**config.mk**
```make
export PLATFORM = sky130hd
export DESIGN_NAME = fcw_sweep_ctrl
export DESIGN_NICKNAME = d
export VERILOG_FILES = /design/src/rtl/fcw_sweep_ctrl.sv
export SDC_FILE = /design/constraint.sdc
export NUM_CORES = 1
export LEC_CHECK = 0
export ABC_CLOCK_PERIOD_IN_PS = 4800
export CAP_MARGIN = 25
export CORE_MARGIN = 3
export CORE_UTILIZATION = 45
export DETAILED_ROUTE_END_ITERATION = 10
export GPL_TIMING_DRIVEN = 0
export HOLD_SLACK_MARGIN = 0.03
export PLACE_DENSITY = 0.63
export RECOVER_POWER = 50
export SLEW_MARGIN = 10
export SYNTH_ARGS = -nofsm -noshare
export SYNTH_HDL_FRONTEND = slang
export SYNTH_SLANG_ARGS = --single-unit
```
**constraint.sdc**
```tcl
create_clock -name clk -period 4.8 [get_ports clk]
set_clock_uncertainty 0.15 [all_clocks]
set_input_delay 0.48 -clock clk [delete_from_list [all_inputs] [get_ports clk]]
set_output_delay 0.48 -clock clk [all_outputs]
set_load 0.05 [all_outputs]
```
**src/rtl/fcw_sweep_ctrl.sv**
```systemverilog
// Frequency sweep controller for a phase-accumulator NCO.
// Steps an 8-bit FCW from a start to a stop value with a per-step dwell.
module fcw_sweep_ctrl #(
    parameter int DWELL_W = 16
) (
    input  logic               clk,
    input  logic               rst,
    input  logic               start,
    input  logic               abort,
    input  logic               hold,
    input  logic               continuous,
    input  logic [7:0]         fcw_start,
    input  logic [7:0]         fcw_stop,
    input  logic [7:0]         fcw_step,
    input  logic [DWELL_W-1:0] dwell,
    output logic [7:0]         fcw,
    output logic               acc_rst_n,
    output logic               busy,
    output logic               step_stb,
    output logic               done
);

    typedef enum logic [1:0] {
        IDLE,
        SWEEP,
        HOLD
    } state_t;

    state_t             state_q;
    logic [7:0]         fcw_q;
    logic [7:0]         start_q;
    logic [7:0]         stop_q;
    logic [7:0]         step_q;
    logic [DWELL_W-1:0] cnt_q;
    logic [DWELL_W-1:0] reload_q;
    logic               up_q;
    logic               cont_q;
    logic               acc_rst_n_q;
    logic               busy_q;
    logic               step_stb_q;
    logic               done_q;

    logic [DWELL_W-1:0] reload_d;
    logic [7:0]         step_d;
    logic [8:0]         sum_d;
    logic [8:0]         dif_d;
    logic [7:0]         next_fcw_d;

    // Effective config at start time and the saturated next sweep value.
    always_comb begin
        reload_d   = '0;
        step_d     = fcw_step;
        next_fcw_d = stop_q;
        if (dwell != '0) begin
            reload_d = dwell - DWELL_W'(1);
        end
        if (fcw_step == 8'd0) begin
            step_d = 8'd1;
        end
        sum_d = {1'b0, fcw_q} + {1'b0, step_q};
        dif_d = {1'b0, fcw_q} - {1'b0, step_q};
        if (up_q) begin
            if (sum_d <= {1'b0, stop_q}) begin
                next_fcw_d = sum_d[7:0];
            end
        end else begin
            if (!dif_d[8] && (dif_d[7:0] >= stop_q)) begin
                next_fcw_d = dif_d[7:0];
            end
        end
    end

    // Sweep FSM; all outputs are registered.
    always_ff @(posedge clk or posedge rst) begin
        if (rst) begin
            state_q     <= IDLE;
            fcw_q       <= 8'd0;
            start_q     <= 8'd0;
            stop_q      <= 8'd0;
            step_q      <= 8'd1;
            cnt_q       <= '0;
            reload_q    <= '0;
            up_q        <= 1'b1;
            cont_q      <= 1'b0;
            acc_rst_n_q <= 1'b0;
            busy_q      <= 1'b0;
            step_stb_q  <= 1'b0;
            done_q      <= 1'b0;
        end else begin
            step_stb_q <= 1'b0;
            done_q     <= 1'b0;
            unique case (state_q)
                IDLE: begin
                    fcw_q       <= 8'd0;
                    cnt_q       <= '0;
                    acc_rst_n_q <= 1'b0;
                    busy_q      <= 1'b0;
                    if (start && !abort) begin
                        state_q     <= SWEEP;
                        start_q     <= fcw_start;
                        stop_q      <= fcw_stop;
                        step_q      <= step_d;
                        reload_q    <= reload_d;
                        up_q        <= (fcw_stop >= fcw_start);
                        cont_q      <= continuous;
                        fcw_q       <= fcw_start;
                        cnt_q       <= reload_d;
                        acc_rst_n_q <= 1'b1;
                        busy_q      <= 1'b1;
                        step_stb_q  <= 1'b1;
                    end
                end
                SWEEP, HOLD: begin
                    if (abort) begin
                        state_q     <= IDLE;
                        fcw_q       <= 8'd0;
                        cnt_q       <= '0;
                        acc_rst_n_q <= 1'b0;
                        busy_q      <= 1'b0;
                    end else if (hold) begin
                        state_q <= HOLD;
                    end else begin
                        state_q <= SWEEP;
                        if (cnt_q != '0) begin
                            cnt_q <= cnt_q - DWELL_W'(1);
                        end else if (fcw_q != stop_q) begin
                            fcw_q      <= next_fcw_d;
                            cnt_q      <= reload_q;
                            step_stb_q <= 1'b1;
                        end else if (cont_q) begin
                            fcw_q      <= start_q;
                            cnt_q      <= reload_q;
                            step_stb_q <= 1'b1;
                        end else begin
                            state_q     <= IDLE;
                            fcw_q       <= 8'd0;
                            cnt_q       <= '0;
                            acc_rst_n_q <= 1'b0;
                            busy_q      <= 1'b0;
                            done_q      <= 1'b1;
                        end
                    end
                end
                default: begin
                    state_q <= IDLE;
                end
            endcase
        end
    end

    assign fcw       = fcw_q;
    assign acc_rst_n = acc_rst_n_q;
    assign busy      = busy_q;
    assign step_stb  = step_stb_q;
    assign done      = done_q;

endmodule
```
## Word level (Yosys, flattened, before mapping)

Cells that the tools add are included.

- Flip-flop bits (word level): 71
- Output and inout port bits: 12
- Input port bits: 46
- Logic and storage cells: 86

- Eq/ne operators: 8
- Muxes and demuxes: 45
- $lt $le $gt $ge: 3
- Reductions and logical operators: 14
- Add/subtract/negate cells: 4

Operators by type and width:

| cell | count |
|---|---|
| 16-bit 2-to-1 mux | 7 |
| 8-bit 2-to-1 mux | 10 |
| 16-bit case mux with 2 select lines | 1 |
| 16-bit nonzero test | 2 |
| 16-bit by 1-bit subtractor with 16-bit output (second input constant) | 2 |
| 1-bit 2-to-1 mux | 20 |
| 8-bit >= comparator | 2 |
| 8-bit case mux with 2 select lines | 1 |
| 3-bit inequality test (second input constant) | 4 |
| 8-bit by 8-bit adder with 9-bit output | 1 |
| 9-bit by 8-bit less-or-equal comparator with 1-bit output | 1 |
| 8-bit by 8-bit subtractor with 9-bit output | 1 |
| 8-bit logical NOT | 1 |
| 8-bit inequality test | 1 |
| 2-bit 2-to-1 mux | 3 |
| 5-bit AND reduction | 1 |
| 1-bit case mux with 2 select lines | 2 |
| 2-bit case mux with 2 select lines | 1 |
| 2-bit AND reduction | 2 |
| 3-bit AND reduction | 1 |
| 2-bit by 1-bit equality test with 1-bit output (second input constant) | 1 |
| 2-bit equality test (second input constant) | 1 |
| 1-bit logical AND | 2 |
| 1-bit logical NOT | 2 |
| 4 further kinds | 4 |

## Logic depth before layout (Yosys ltp)

- Depth in word-level cells: 10
- Gate-level depth with buffers: 16

## Least setup slack after synthesis

Ideal clock, no wire load.

- Path type: register -> register
- Start point: register fcw_q[1], in the netlist fcw[1]
- End point: register fcw_q[3], in the netlist fcw[3]
- Library setup time: 0.126 ns
- Clock period less this slack: 4.074 ns
- Path buffers: 0
- Path slack: 0.726 ns
- Cell stages (with the launch flop): 16
- Arrival: 3.798 ns
- Path through: dfrtp_1 > inv_1 > fa_1 > nor2_1 > o311a_1 > nor2_1 > o21ai_0 > xnor2_1 > ha_1 > and4_1 > a21boi_0 > o41ai_1 > o311ai_2 > mux2i_1 > nor2_1 > a221o_1

- Word-level cells in the longest chain between the ends: 10

RTL lines:

| item | RTL line | text |
|---|---|---|
| start: declaration | 30 | `logic [7:0] fcw_q;` |
| start signal: assignment | 106 | `fcw_q <= fcw_start;` |
| start signal: assignment | 127 | `fcw_q <= next_fcw_d;` |
| start signal: assignment | 131 | `fcw_q <= start_q;` |
| 8-bit by 8-bit subtractor with 9-bit output | 61 | `dif_d = {1'b0, fcw_q} - {1'b0, step_q};` |
| 8-bit >= comparator / 1-bit logical NOT (equally long branches) | 67 | `if (!dif_d[8] && (dif_d[7:0] >= stop_q)) begin` |
| 1-bit logical AND | 67 |  |
| 8-bit 2-to-1 mux | 67 |  |
| 8-bit 2-to-1 mux | 62 | `if (up_q) begin` |
| 8-bit 2-to-1 mux (*) | 126 | `end else if (fcw_q != stop_q) begin` |
| 8-bit 2-to-1 mux (*) | 124 | `if (cnt_q != '0) begin` |
| 8-bit 2-to-1 mux (*) | 120 | `end else if (hold) begin` |
| 8-bit 2-to-1 mux (*) | 114 | `if (abort) begin` |
| 8-bit case mux with 2 select lines (*) | 92 | `unique case (state_q)` |

Every way passes the cells marked *; elsewhere a longest branch is shown, timed or not. The select of a mux whose other input is x is not followed.
A chain may end at the register's enable or synchronous reset.

## Worst setup path in the final report

- Start point: register step_q[0]
- End point: register fcw_q[5], in the netlist fcw[5]

- Word-level cells in the longest chain between the ends: 10

RTL lines:

| item | RTL line | text |
|---|---|---|
| start: declaration | 33 | `logic [7:0] step_q;` |
| start signal: assignment | 102 | `step_q <= step_d;` |
| 8-bit by 8-bit subtractor with 9-bit output | 61 |  |
| 8-bit >= comparator / 1-bit logical NOT (equally long branches) | 67 |  |
| 1-bit logical AND | 67 |  |
| 8-bit 2-to-1 mux | 67 |  |
| 8-bit 2-to-1 mux (*) | 62 |  |
| 8-bit 2-to-1 mux (*) | 126 |  |
| 8-bit 2-to-1 mux (*) | 124 |  |
| 8-bit 2-to-1 mux (*) | 120 |  |
| 8-bit 2-to-1 mux (*) | 114 |  |
| 8-bit case mux with 2 select lines (*) | 92 |  |

Marked as above.

==> summary.txt <==
leakage: 2.66 nW
Die ar.: 12,900 µm²
count of port buffers added during placement: 57
buffer cell driving the clock tree root: clkbuf_16
Cell Area, Placed: 5980 µm²
antenna violations before repair: 0
share of the clock period used by the worst path: 0.943
number of cell instances on the worst register-to-register path: 16
overall power consumption: 5.10 mW
total of warnings raised by yosys: 0
post-synthesis cell type with the largest combined area: dfrtp_1
Synth area leaders: dfrtp_1, ha_1, o21ai_0, xnor2_1, nand2_1
ys flop type: dfrtp_1
slowest CP cell: dfstp_2
status: finished with violations
post-detailed-route via-to-cell ratio: 6.05
combined global-route utilization of all metal layers: 0.242
sink of the worst hold path: reload_q[7]
number of nets in the layout: 741
diode insertion count for antenna repair: 0
max-capacitance violation count: 1
post-placement worst setup slack: 442 ps
count of cell types in the netlist: 62
endpoint arrival time on the critical path: 4610 ps
critical setup path kind: register to register
gpl congestion: 0.917
ratio of cells with drive above 1 in the final layout: 0.0766
worst vdd rail ir drop: 0.421 mV
highest-count cells in the layout ignoring fill and taps: dfrtp_1, clkdlybuf4s50_1, o21ai_0, nand2_1, ha_1
Worst-path clk slew: 60 ps
Mapped Avg Cell Area: 8.99 µm²
number of cells upsized or downsized after cts: 0
post-DP HPWL: 11,500 µm
maximum fanout along the worst path: 6
flip-flop and latch count after synthesis: 71
first-iteration detailed-routing DRC count: 423
Cell Rows: 38
power per cell area: 814 nW/µm²
starting density of the core: 0.470
post-route setup TNS: 0 ps
highest clock rate: 221 MHz
most frequent cell on the critical path: nor2_1
average wire per standard cell: 19.1 µm
Hold Path Cell Cnt: 2
final hold violations: 0
asr flop ratio synth: 1.00
relative area change from synthesis to final layout: 20.3%
minimum clock period after layout: 4530 ps
Critical Path, Cell by Cell: ha_1 > inv_1 > fa_1 > nor2_1 > o311a_1 > nor2_1 > o21ai_0 > xnor2_1 > ha_1 > and4_1 > a21boi_0 > o41ai_1 > o311ai_2 > mux2i_1 > nor2_1 > a221o_1
maximum number of buffers from clock root to sink: 2
TritonCTS clock tree: built
Core Region: 11,100 µm²
final antenna-violating net count: 0
violated checks: max-capacitance violations, max-slew violations
area of all placed cells without fillers: 6260 µm²
fill cell instance count of the final layout: 1,042
nature of the critical path endpoint: register
sequential-to-total area share from yosys stat: 0.342
number of global-route vias before repair: 4,539
RSZ-0062 raised after global routing: no
register-to-register setup slack: 270 ps
worst-case hold slack: 334 ps
pin count of the biggest net entering global routing: 57
net count after synthesis: 672
post-synthesis cell area: 5200 µm²
number of remaining DRC errors: 0
launch point of the worst hold path: reload_q[7]
Die Width: 114 µm
Final WS setup: 272 ps
Required @ worst endpoint: 4880 ps
Slowest Stage Delay on Critical Path: 550 ps
most common cell after layout, fill and taps aside: dfrtp_1
number of setup violations in the final report: 0
aggregate routed wire length: 15,100 µm
number of synthesized flops with an enable pin: 0
crit path launch type: register
total number of vias: 4,796
Skew-Pair Late Insertion Delay: 350 ps
H-tree level count: 3
hold buffer count at CTS: 0
path class of the lowest-slack min-delay path: register to register
instance count of the mapped netlist: 579
io pins: 58
number of sinks driven by the clock tree: 71
source of the worst register-to-register timing path: step_q[0]
GRT Residual Overflow: 0
Least-Margin Pin Slew: 2640 ps
first-pass detailed-route iteration total: 5
first-pass GRT wire length: 24,300 µm
end of the worst register-to-register path: fcw[5]
Max Transition Viols Final: 57
Die Height: 114 µm
count of buffers added by post-CTS timing repair for setup: 0
tightest slew margin relative to the limit: -0.762
fraction of synthesized cell area taken by the top area cell type: 0.332
number of buffers added by the clock tree synthesis step: 9
stage by stage:
step,instances,utilization
2_1_floorplan,579,-
3_3_place_gp,776,0.537
3_5_place_dp,777,0.540
4_1_cts,793,0.567
5_1_grt,793,0.565
6_report,793,0.565
power by group:
group | internal (mW) | switching [mW]
logic | 1.33 | 1.90
registers | 0.878 | 0.302
clock network | 0.403 | 0.289
worst max path at each step:
stage | slack, ps | endpoint | cells past startpoint | start
2_1_floorplan | 730 | fcw[3] | 15 | fcw[1]
3_3_place_gp | 420 | fcw[5] | 16 | step_q[0]
3_5_place_dp | 440 | fcw[5] | 16 | step_q[0]
4_1_cts | 370 | fcw[5] | 16 | step_q[0]
5_1_grt | 10 | fcw[5] | 16 | step_q[0]
6_report | 270 | fcw[5] | 16 | step_q[0]
Yosys cell counts (8+ instances only):
cell / n
nor2_1: 43
nand2_1: 49
a21oi_1: 24
dfrtp_1: 69
xor2_1: 12
nor4_1: 11
nor3_1: 17
o31ai_1: 12
a221o_1: 9
xnor2_1: 24
nand3_1: 14
ha_1: 45
inv_1: 40
clkbuf_1: 21
a21o_1: 8
o21ai_0: 50
nand2b_1: 11
mux2_2: 16
final cells by class:
type | instances | area, µm² | area share
clock buffer | 9 | 225 | 0.0360
clock inverter | 7 | 72.6 | 0.0116
timing repair buffer | 58 | 581 | 0.0927
buffer | 25 | 114 | 0.0182
multi-input combinational | 443 | 3160 | 0.505
inverter | 40 | 151 | 0.0242
tap | 140 | 175 | 0.0280
sequential | 71 | 1780 | 0.284
flip-flops by register name, summed over array words and instances (netlist names), 2 cells and up:
signal,flops
stop_q,8
state_q,2
reload_q,16
start_q,8
step_q,8
cnt_q,16
fcw,8
logic make-up (layout without fill, tap and decap cells):
| logic type | count (synthesis) | count (layout) | share of synthesized area |
|---|---|---|---|
| adders and majority gates | 47 | 47 | 0.116 |
| xor gates and xnor gates | 36 | 36 | 0.0606 |
| muxes | 21 | 21 | 0.0442 |
| and+or+nand+nor | 178 | 178 | 0.175 |
| AOI/OAI and AO/OA | 161 | 161 | 0.212 |
| buffers and inverters | 65 | 139 | 0.0507 |
| DFF | 71 | 71 | 0.342 |
routing by layer:
| metal | share of wire | vias up | global-route usage |
|---|---|---|---|
| met2 | 0.43 | 205 | 0.356 |
| met4 | 0.013 | 0 | 0.0617 |
| li1 | - | 2246 | - |
| met5 | 0 | - | 0 |
| met1 | 0.47 | 2329 | 0.360 |
| met3 | 0.081 | 16 | 0.0552 |
critical path, delay by kind of cell (launching register included):
kind | cells | cell delay, ps
flops | 1 | 550
buf+inv | 1 | 60
compound gates | 6 | 1620
simple gates | 4 | 590
xor+xnor | 1 | 220
mux | 1 | 340
fa+ha+maj | 3 | 890
Power figures use the tool's default switching activity.
